### config.mk
export PLATFORM = sky130hd
export DESIGN_NAME = arb_mux
export DESIGN_NICKNAME = d
export VERILOG_FILES = /design/src/rtl/mux_pkg.sv /design/src/rtl/rr_pick.sv /design/src/rtl/arb_mux.sv
export SDC_FILE = /design/constraint.sdc
export NUM_CORES = 1
export LEC_CHECK = 0
export CAP_MARGIN = 20
export CORE_MARGIN = 2
export CORE_UTILIZATION = 23
export CTS_CLUSTER_SIZE = 14
export DETAILED_ROUTE_END_ITERATION = 6
export SYNTH_ARGS = -nofsm -noshare
export SYNTH_HDL_FRONTEND = slang
export SYNTH_SLANG_ARGS = --single-unit
### constraint.sdc
create_clock -name clk -period 1.9 [get_ports clk]
set_input_delay 0.38 -clock clk [delete_from_list [all_inputs] [get_ports clk]]
set_output_delay 0.38 -clock clk [all_outputs]
set_load 0.02 [all_outputs]
### src/rtl/mux_pkg.sv
//------------------------------------------------------------------------------
// mux_pkg : shared selection-mode codes and a constant clog2 for arb_mux.
// Revision: 1.0
//------------------------------------------------------------------------------
`default_nettype none

package mux_pkg;

    localparam int MODE_FIXED = 0;
    localparam int MODE_RR    = 1;

    function automatic int clog2(input int value);
        int r;
        r = 0;
        while ((1 << r) < value) begin
            r = r + 1;
        end
        return r;
    endfunction

endpackage

`default_nettype wire

### src/rtl/rr_pick.sv
//------------------------------------------------------------------------------
// rr_pick : combinational round-robin picker, first requester at or after ptr.
// Revision: 1.0
//------------------------------------------------------------------------------
`default_nettype none

module rr_pick
    import mux_pkg::*;
#(
    parameter int N     = 4,
    parameter int SEL_W = (N > 1) ? clog2(N) : 1
) (
    input  logic [N-1:0]     req,
    input  logic [SEL_W-1:0] ptr,
    output logic [SEL_W-1:0] gnt_idx,
    output logic             gnt_any
);

    int v_idx;

    // Scan from the far end back toward ptr so the closest requester wins last.
    always_comb begin
        gnt_idx = '0;
        v_idx   = 0;
        for (int k = N - 1; k >= 0; k--) begin
            v_idx = int'(ptr) + k;
            if (v_idx >= N) begin
                v_idx = v_idx - N;
            end
            if (req[v_idx]) begin
                gnt_idx = SEL_W'(v_idx);
            end
        end
    end

    assign gnt_any = |req;

endmodule

`default_nettype wire

### src/rtl/arb_mux.sv
//------------------------------------------------------------------------------
// arb_mux : N-channel arbitrating mux with a one-beat registered output stage.
// Optional feature macro: ARB_MUX_STATS_EN (adds xfer_cnt transfer counter).
// Revision: 1.0
//------------------------------------------------------------------------------
`default_nettype none

module arb_mux
    import mux_pkg::*;
#(
    parameter int WIDTH = 32,
    parameter int N     = 4,
    parameter int MODE  = 1,
    parameter int SEL_W = (N > 1) ? clog2(N) : 1
) (
    input  logic               clk,
    input  logic               reset,
    input  logic [N*WIDTH-1:0] in_data,
    input  logic [N-1:0]       in_valid,
    output logic [N-1:0]       in_ready,
    input  logic [SEL_W-1:0]   in_sel,
    output logic [WIDTH-1:0]   out_data,
    output logic               out_valid,
    input  logic               out_ready,
    output logic [SEL_W-1:0]   out_ch
`ifdef ARB_MUX_STATS_EN
    ,
    output logic [31:0]        xfer_cnt
`endif
);

    localparam int PAD = 1 << SEL_W;

    logic             w_accept;
    logic             w_gnt_valid;
    logic             w_xfer;
    logic [SEL_W-1:0] w_g;
    logic [WIDTH-1:0] w_ch [PAD];

    logic [WIDTH-1:0] r_out_data;
    logic             r_out_valid;
    logic [SEL_W-1:0] r_out_ch;

    // Channel table padded to a power of two so any select value is a legal index.
    genvar gi;
    generate
        for (gi = 0; gi < PAD; gi++) begin : g_ch
            if (gi < N) begin : g_live
                assign w_ch[gi] = in_data[gi*WIDTH +: WIDTH];
            end else begin : g_pad
                assign w_ch[gi] = '0;
            end
        end
    endgenerate

    generate
        if (MODE == MODE_RR) begin : g_rr
            logic [SEL_W-1:0] r_ptr;
            logic             w_sel_unused;

            rr_pick #(.N(N), .SEL_W(SEL_W)) u_pick (
                .req     (in_valid),
                .ptr     (r_ptr),
                .gnt_idx (w_g),
                .gnt_any (w_gnt_valid)
            );

            always_ff @(posedge clk or posedge reset) begin
                if (reset) begin
                    r_ptr <= '0;
                end else if (w_xfer) begin
                    r_ptr <= (w_g == SEL_W'(N - 1)) ? '0 : w_g + SEL_W'(1);
                end
            end

            assign w_sel_unused = ^in_sel;
        end else begin : g_fixed
            logic [PAD-1:0] w_valid_pad;

            assign w_valid_pad = PAD'(in_valid);
            assign w_g         = in_sel;
            assign w_gnt_valid = ({1'b0, in_sel} < (SEL_W + 1)'(N)) && w_valid_pad[in_sel];
        end
    endgenerate

    assign w_accept = !r_out_valid || out_ready;
    assign w_xfer   = w_gnt_valid && w_accept && !reset;
    assign in_ready = w_xfer ? (N'(1) << w_g) : '0;

    always_ff @(posedge clk or posedge reset) begin
        if (reset) begin
            r_out_data  <= '0;
            r_out_valid <= 1'b0;
            r_out_ch    <= '0;
        end else if (w_xfer) begin
            r_out_data  <= w_ch[w_g];
            r_out_ch    <= w_g;
            r_out_valid <= 1'b1;
        end else if (out_ready) begin
            r_out_valid <= 1'b0;
        end
    end

    assign out_data  = r_out_data;
    assign out_valid = r_out_valid;
    assign out_ch    = r_out_ch;

`ifdef ARB_MUX_STATS_EN
    logic [31:0] r_xfer_cnt;

    always_ff @(posedge clk or posedge reset) begin
        if (reset) begin
            r_xfer_cnt <= '0;
        end else if (w_xfer) begin
            r_xfer_cnt <= r_xfer_cnt + 32'd1;
        end
    end

    assign xfer_cnt = r_xfer_cnt;
`endif

endmodule

`default_nettype wire

Word-level counts from Yosys, hierarchy flattened --
Cells that the tools add are included.
Operators by class: add/sub/neg operators 8, $mul 0, div/mod/pow operators 0, $lt $le $gt $ge 9, equal/unequal tests 1, shifts and indexed selects 1, muxes and demuxes 27, bitwise logic cells 1, reductions and logical operators 7
Operator list (number):
- $mux W32 | 6
- $lt A32 B4 Y1 const B | 4
- $ge A32 B4 Y1 const B | 3
- $sub A32 B4 Y32 const B | 3
- $bmux W32 S2 | 1
- $mux W1 | 10
- $mux W2 | 5
- $bmux W1 S2 | 4
- $add A2 B2 Y3 const B | 2
- $mux W4 | 1
- $reduce_or A4 Y1 | 1
- $shl A1 B2 Y4 const A | 1
- $sub A2 B3 Y4 const B | 1
- $add A2 B1 Y3 const B | 1
- $ge A2 B3 Y1 const B | 1
- $ge A3 B3 Y1 const B | 1
- $not A2 Y3 | 1
- $add A2 B1 Y2 const B | 1
- $eq A2 B2 Y1 const B | 1
- $logic_and A1 B1 Y1 | 2
- $logic_not A1 Y1 | 2
- $reduce_bool A2 Y1 | 1
- $logic_or A1 B1 Y1 | 1
Word-level totals: bits in registers 37, latch bits 0, memory bits (writable) 0, memory bits (read-only) 0, input port bits 137, word-level logic and storage cells 58, memories 0

Logic depth before layout (Yosys ltp) --
word-level depth 14, depth in mapped cells 9, depth with buffers taken out 6

By module --
Synthesis repeated with hierarchy kept, for this count alone.
Unflattened totals: cells, all modules 147, area total of the unflattened synthesis 2433.6 sq um
Modules (own cells, without submodules):
- arb_mux | instances 1, cells an instance 134, area an instance 2356.0 sq um, seq. area each 925.9 sq um
- rr_pick | instances 1, cells an instance 13, area an instance 77.6 sq um, seq. area each 0.0 sq um

Worst setup path after synthesis --
Ideal clock, no wire load.
path type reg2out, start point register g_rr.r_ptr[1], end point output in_ready[3], arrival 1.699 ns, data required time 1.520 ns, setup slack -0.179 ns, cell stages (with the launch flop) 10, cells stage by stage dfrtp_1 a21o_1 a21oi_1 o22a_1 buf_6 buf_12 buf_8 ha_1 inv_1 nor2_1
Between the ends: cells in the longest elaborated chain, start to end 12, elaborated cells between the ends (all ways) 33, those cells by class 7 x add/sub; 4 x order compare; 1 x shift; 21 x mux
RTL lines:
- start: declaration | line arb_mux.sv:58 | logic [SEL_W-1:0] r_ptr;
- start signal: assignment | line arb_mux.sv:72 | r_ptr <= (w_g == SEL_W'(N - 1)) ? '0 : w_g + SEL_W'(1);
- $add A2 B2 Y3 | line rr_pick.sv:26 | v_idx = int'(ptr) + k;
- $sub A32 B4 Y32 / $ge A32 B4 Y1 (equally long branches) | line rr_pick.sv:28, rr_pick.sv:27
- $mux W32 | line rr_pick.sv:27 | if (v_idx >= N) begin
- $bmux W1 S2 | line rr_pick.sv:30 | if (req[v_idx]) begin
- $mux W1 (not written as such) (2 in a row) | line rr_pick.sv:30
- $mux W2 (3 in a row) | line rr_pick.sv:30
- $mux W2 * | line rr_pick.sv:30
- $shl A1 B2 Y4 * | line arb_mux.sv:88 | assign in_ready = w_xfer ? (N'(1) << w_g) : '0;
- $mux W4 * | line arb_mux.sv:88
- end: declaration | line arb_mux.sv:20 | output logic [N-1:0] in_ready,
Mark *: on every way between the ends. The rest lies on a longest branch, timed or not. The select of a mux whose other input is x is not followed.

Worst setup path after layout --
start point register g_rr.r_ptr[0], end point output in_ready[3]
Same word-level chain as after synthesis.

==> results.rst <==
.. list-table::
   :header-rows: 1

   * - Metric
     - Value
   * - Routed wirelength normalized by instance count
     - 17.6 um
   * - Portion of synthesized cell area occupied by the leading cell type
     - 38.7%
   * - Vias/cell
     - 4.61
   * - Critical path data required time
     - 1.52 ns
   * - Core ar.
     - 10,200 um^2
   * - Post-route DRC violation count
     - 0
   * - Count of synthesis-stage warnings from yosys
     - 0
   * - Detailed-router iteration count before antenna repair
     - 4
   * - Critical path data arrival time
     - 1.68 ns
   * - Detail Route Antenna Nets
     - 0
   * - Initial Utilization
     - 23.4%
   * - Outcome
     - finished, violations left
   * - Crit start category
     - flip-flop
   * - Fin cells
     - 553
   * - Post-synth net total
     - 356
   * - FP Rows
     - 37
   * - Part of the cycle the worst path needs
     - 108%
   * - Clock tree from TritonCTS
     - yes
   * - Register bit total from synthesis
     - 37
   * - # setup viols final
     - 14
   * - Die Area
     - 11,200 um^2
   * - Instance count after placement with tap cells included
     - 527
   * - Actual transition at the worst max-transition pin
     - 0.655 ns
   * - HPWL after detailed placement
     - 6500 um
   * - Worst supply voltage drop on vdd
     - 0.000400 V
   * - Detailed Route Iter0 Violations
     - 75
   * - Final WL
     - 9720 um
   * - Met2 usage in global routing
     - 28.8%
   * - Worst-path clk slew
     - 0.08 ns
   * - Initial antenna violation count
     - 0
   * - Capturing element type of the critical path
     - primary output
   * - Via count of the first global-routing pass
     - 2,684
   * - Post-route worst setup slack
     - -0.158 ns
   * - Vias after detailed routing
     - 2,552
   * - Cts bufs inserted
     - 5
   * - Power density over cell area
     - 1160 nW/um^2
   * - Most used standard cell by instance count after synthesis
     - sky130_fd_sc_hd__mux2i_1
   * - Busiest layer in global routing
     - met2
   * - Count of maximum capacitance violations
     - 0
   * - CTS H-Tree Depth
     - 2
   * - Maximum number of buffers from clock root to sink
     - 2
   * - IO Port Bufs
     - 173
   * - Delay contributed by the slowest stage of the critical path
     - 0.42 ns
   * - Worst-skew pair later-pin latency
     - 0.28 ns
   * - Top flip-flop cell by instance count after synthesis
     - sky130_fd_sc_hd__dfrtp_1
   * - Grt total ovfl
     - 0
   * - Number of distinct library cells after synthesis
     - 29
   * - RSZ-0062 raised after global routing
     - yes
   * - Critical Path Slowest Stage Cell
     - sky130_fd_sc_hd__dfrtp_1
   * - Cell Area, Placed
     - 4310 um^2
   * - Clock tree root driver cell
     - sky130_fd_sc_hd__clkbuf_8
   * - Proportion of synthesized chip area in sequential cells
     - 38.7%
   * - Standby leakage power
     - 0.00204 uW
   * - Normalized max-slew margin
     - 56.1%
   * - Number of instances in the synthesized netlist
     - 218
   * - Post-layout min period
     - 2.06 ns
   * - Final net count
     - 554
   * - Top post-synthesis cells by area
     - sky130_fd_sc_hd__dfrtp_1, sky130_fd_sc_hd__mux2i_1, sky130_fd_sc_hd__o221ai_1
   * - Layout cells sized above 1
     - 22.5%
   * - Worst Setup Path Type
     - flip-flop to primary output
   * - Number of clock sinks seen by CTS
     - 37
   * - Classification of the worst-slack hold path
     - primary input to async pin
   * - Diodes inserted
     - 0
   * - Crit path cell chain
     - nand2b_4, nor2b_4, o22a_4, ha_4, inv_4, nor2_4, buf_6
   * - Number of enable-type register cells in the synthesized netlist
     - 0
   * - Area of all placed cells without fillers
     - 4940 um^2
   * - Violated checks
     - setup timing
   * - Global Route met1 Usage
     - 16.8%
   * - Worst setup skew after layout
     - 0.00441 ns
   * - Number of endpoints with negative hold slack in the final report
     - 0
   * - Most numerous cell types in the synthesized netlist
     - sky130_fd_sc_hd__mux2i_1, sky130_fd_sc_hd__dfrtp_1, sky130_fd_sc_hd__nand2_1
   * - Top-level port count
     - 176
   * - Routability Congestion
     - 0.716
   * - Share of flip-flops with an asynchronous set or reset
     - 100%
   * - Netlist area before placement
     - 2390 um^2
   * - Max-slew violation count
     - 0
   * - Largest net degree at the start of global routing
     - 38
   * - Grt met3 use
     - 4.84%
   * - Area growth from synthesis to layout
     - 106%
   * - First-pass GRT wire length
     - 13,600 um
   * - Die boundary width
     - 106 um
   * - Library cell with the largest summed area after synthesis
     - sky130_fd_sc_hd__dfrtp_1
   * - Post-synthesis average cell area
     - 11.0 um^2
   * - Highest clock rate
     - 486 MHz
   * - Total global routing track utilization
     - 15.3%
   * - Crit path max fanout
     - 6
   * - Vertical die dimension
     - 106 um
[cells by family (layout without fill, tap and decap cells)]
family | after synthesis | count (layout) | synth area share [%]
fa+ha+maj | 1 | 1 | 0.522
simple gates | 49 | 49 | 8.73
buf+inv | 25 | 224 | 7.89
compound gates | 41 | 41 | 17.0
flops | 37 | 37 | 38.7
mux | 65 | 65 | 27.2
[final timing paths]
| kind | from | endpoint | slack, ns | cells after the start |
|---|---|---|---|---|
| worst min-delay path | reset | out_data[7]$_DFFE_PP0P_ | 0.39 | 3 |
| worst max-delay path | g_rr.r_ptr[0]$_DFFE_PP0P_ | in_ready[3] | -0.16 | 7 |
| worst max register to register | g_rr.r_ptr[1]$_DFFE_PP0P_ | out_data[30]$_DFFE_PP0P_ | -0.04 | 8 |
| min in group clk | out_data[9]$_DFFE_PP0P_ | out_data[9]$_DFFE_PP0P_ | 0.49 | 2 |
| worst min register to register | out_data[9]$_DFFE_PP0P_ | out_data[9]$_DFFE_PP0P_ | 0.49 | 2 |
| max in group asynchronous | reset | out_data[29]$_DFFE_PP0P_ | 1.03 | 4 |
[cell usage in the layout, fill, tap and decap left out, drive strengths merged, types with 2 or more instances in the layout]
master and count:
a21oi 2, buf 37, clkbuf 13, clkdlybuf4s15 3
clkdlybuf4s50 164, dfrtp 37, dlygate4sd2 2, inv 4
mux2i 64, nand2 37, nand2b 5, nor2 5
o21ai 2, o221ai 32
[power by group]
group	internal, uW	total, uW	switching (uW)	leakage, uW
clock	261	540	279	0.0000395
combinational	2120	3830	1710	0.00155
sequential	1140	1340	202	0.000454
total	3520	5710	2190	0.00204
[critical path: cells and delay by family, from the launching register on]
family / cells / cell delay, ns
adders and majority gates: 1 / 0.19
and+or+nand+nor: 3 / 0.34
DFF: 1 / 0.42
AOI/OAI and AO/OA: 1 / 0.26
buffers and inverters: 2 / 0.18
[what timing repair did]
action                     4_1_cts  5_1_grt
gates resized for setup         62       37
cloned                           0        8
pin swaps                        8       10
setup endpoints to repair       37       36
hold buffers                     0        0
buffers inserted                 7        3
[flip-flops by register name, indices dropped and copies added (netlist names)]
| signal | flops |
|---|---|
| out_data | 32 |
| out_ch | 2 |
| out_valid | 1 |
| g_rr.r_ptr | 2 |
[final cells by class]
| class | count | area, um^2 |
|---|---|---|
| Inverter | 5 | 23.8 |
| Clock buffer | 8 | 80.1 |
| Multi-Input combinational cell | 156 | 1520 |
| Fill cell | 962 | 5290 |
| Timing Repair Buffer | 211 | 2230 |
| Sequential cell | 37 | 927 |
| Tap cell | 136 | 170 |
[routing by layer]
layer	routed length (um)	part of all wire, %
met1	3800	39
met2	5160	53
met3	691	7.1
met4	76	0.78
met5	0	0
[per-stage QoR]
step           setup slack (ns)  TNS [ns]  hold slack [ns]  total power [uW]  util, %
2_1_floorplan           -0.0291   -0.0831            0.492              3050        -
3_3_place_gp             -0.832    -23.42            0.464              4260     42.2
3_5_place_dp             -0.889    -25.81            0.472              4300     42.2
4_1_cts                  -0.171    -0.589            0.390              5130     44.7
5_1_grt                  -0.229     -2.25            0.420              6040     48.3
6_report                 -0.158    -0.695            0.386              5710     48.3
Power figures use the tool's default switching activity.
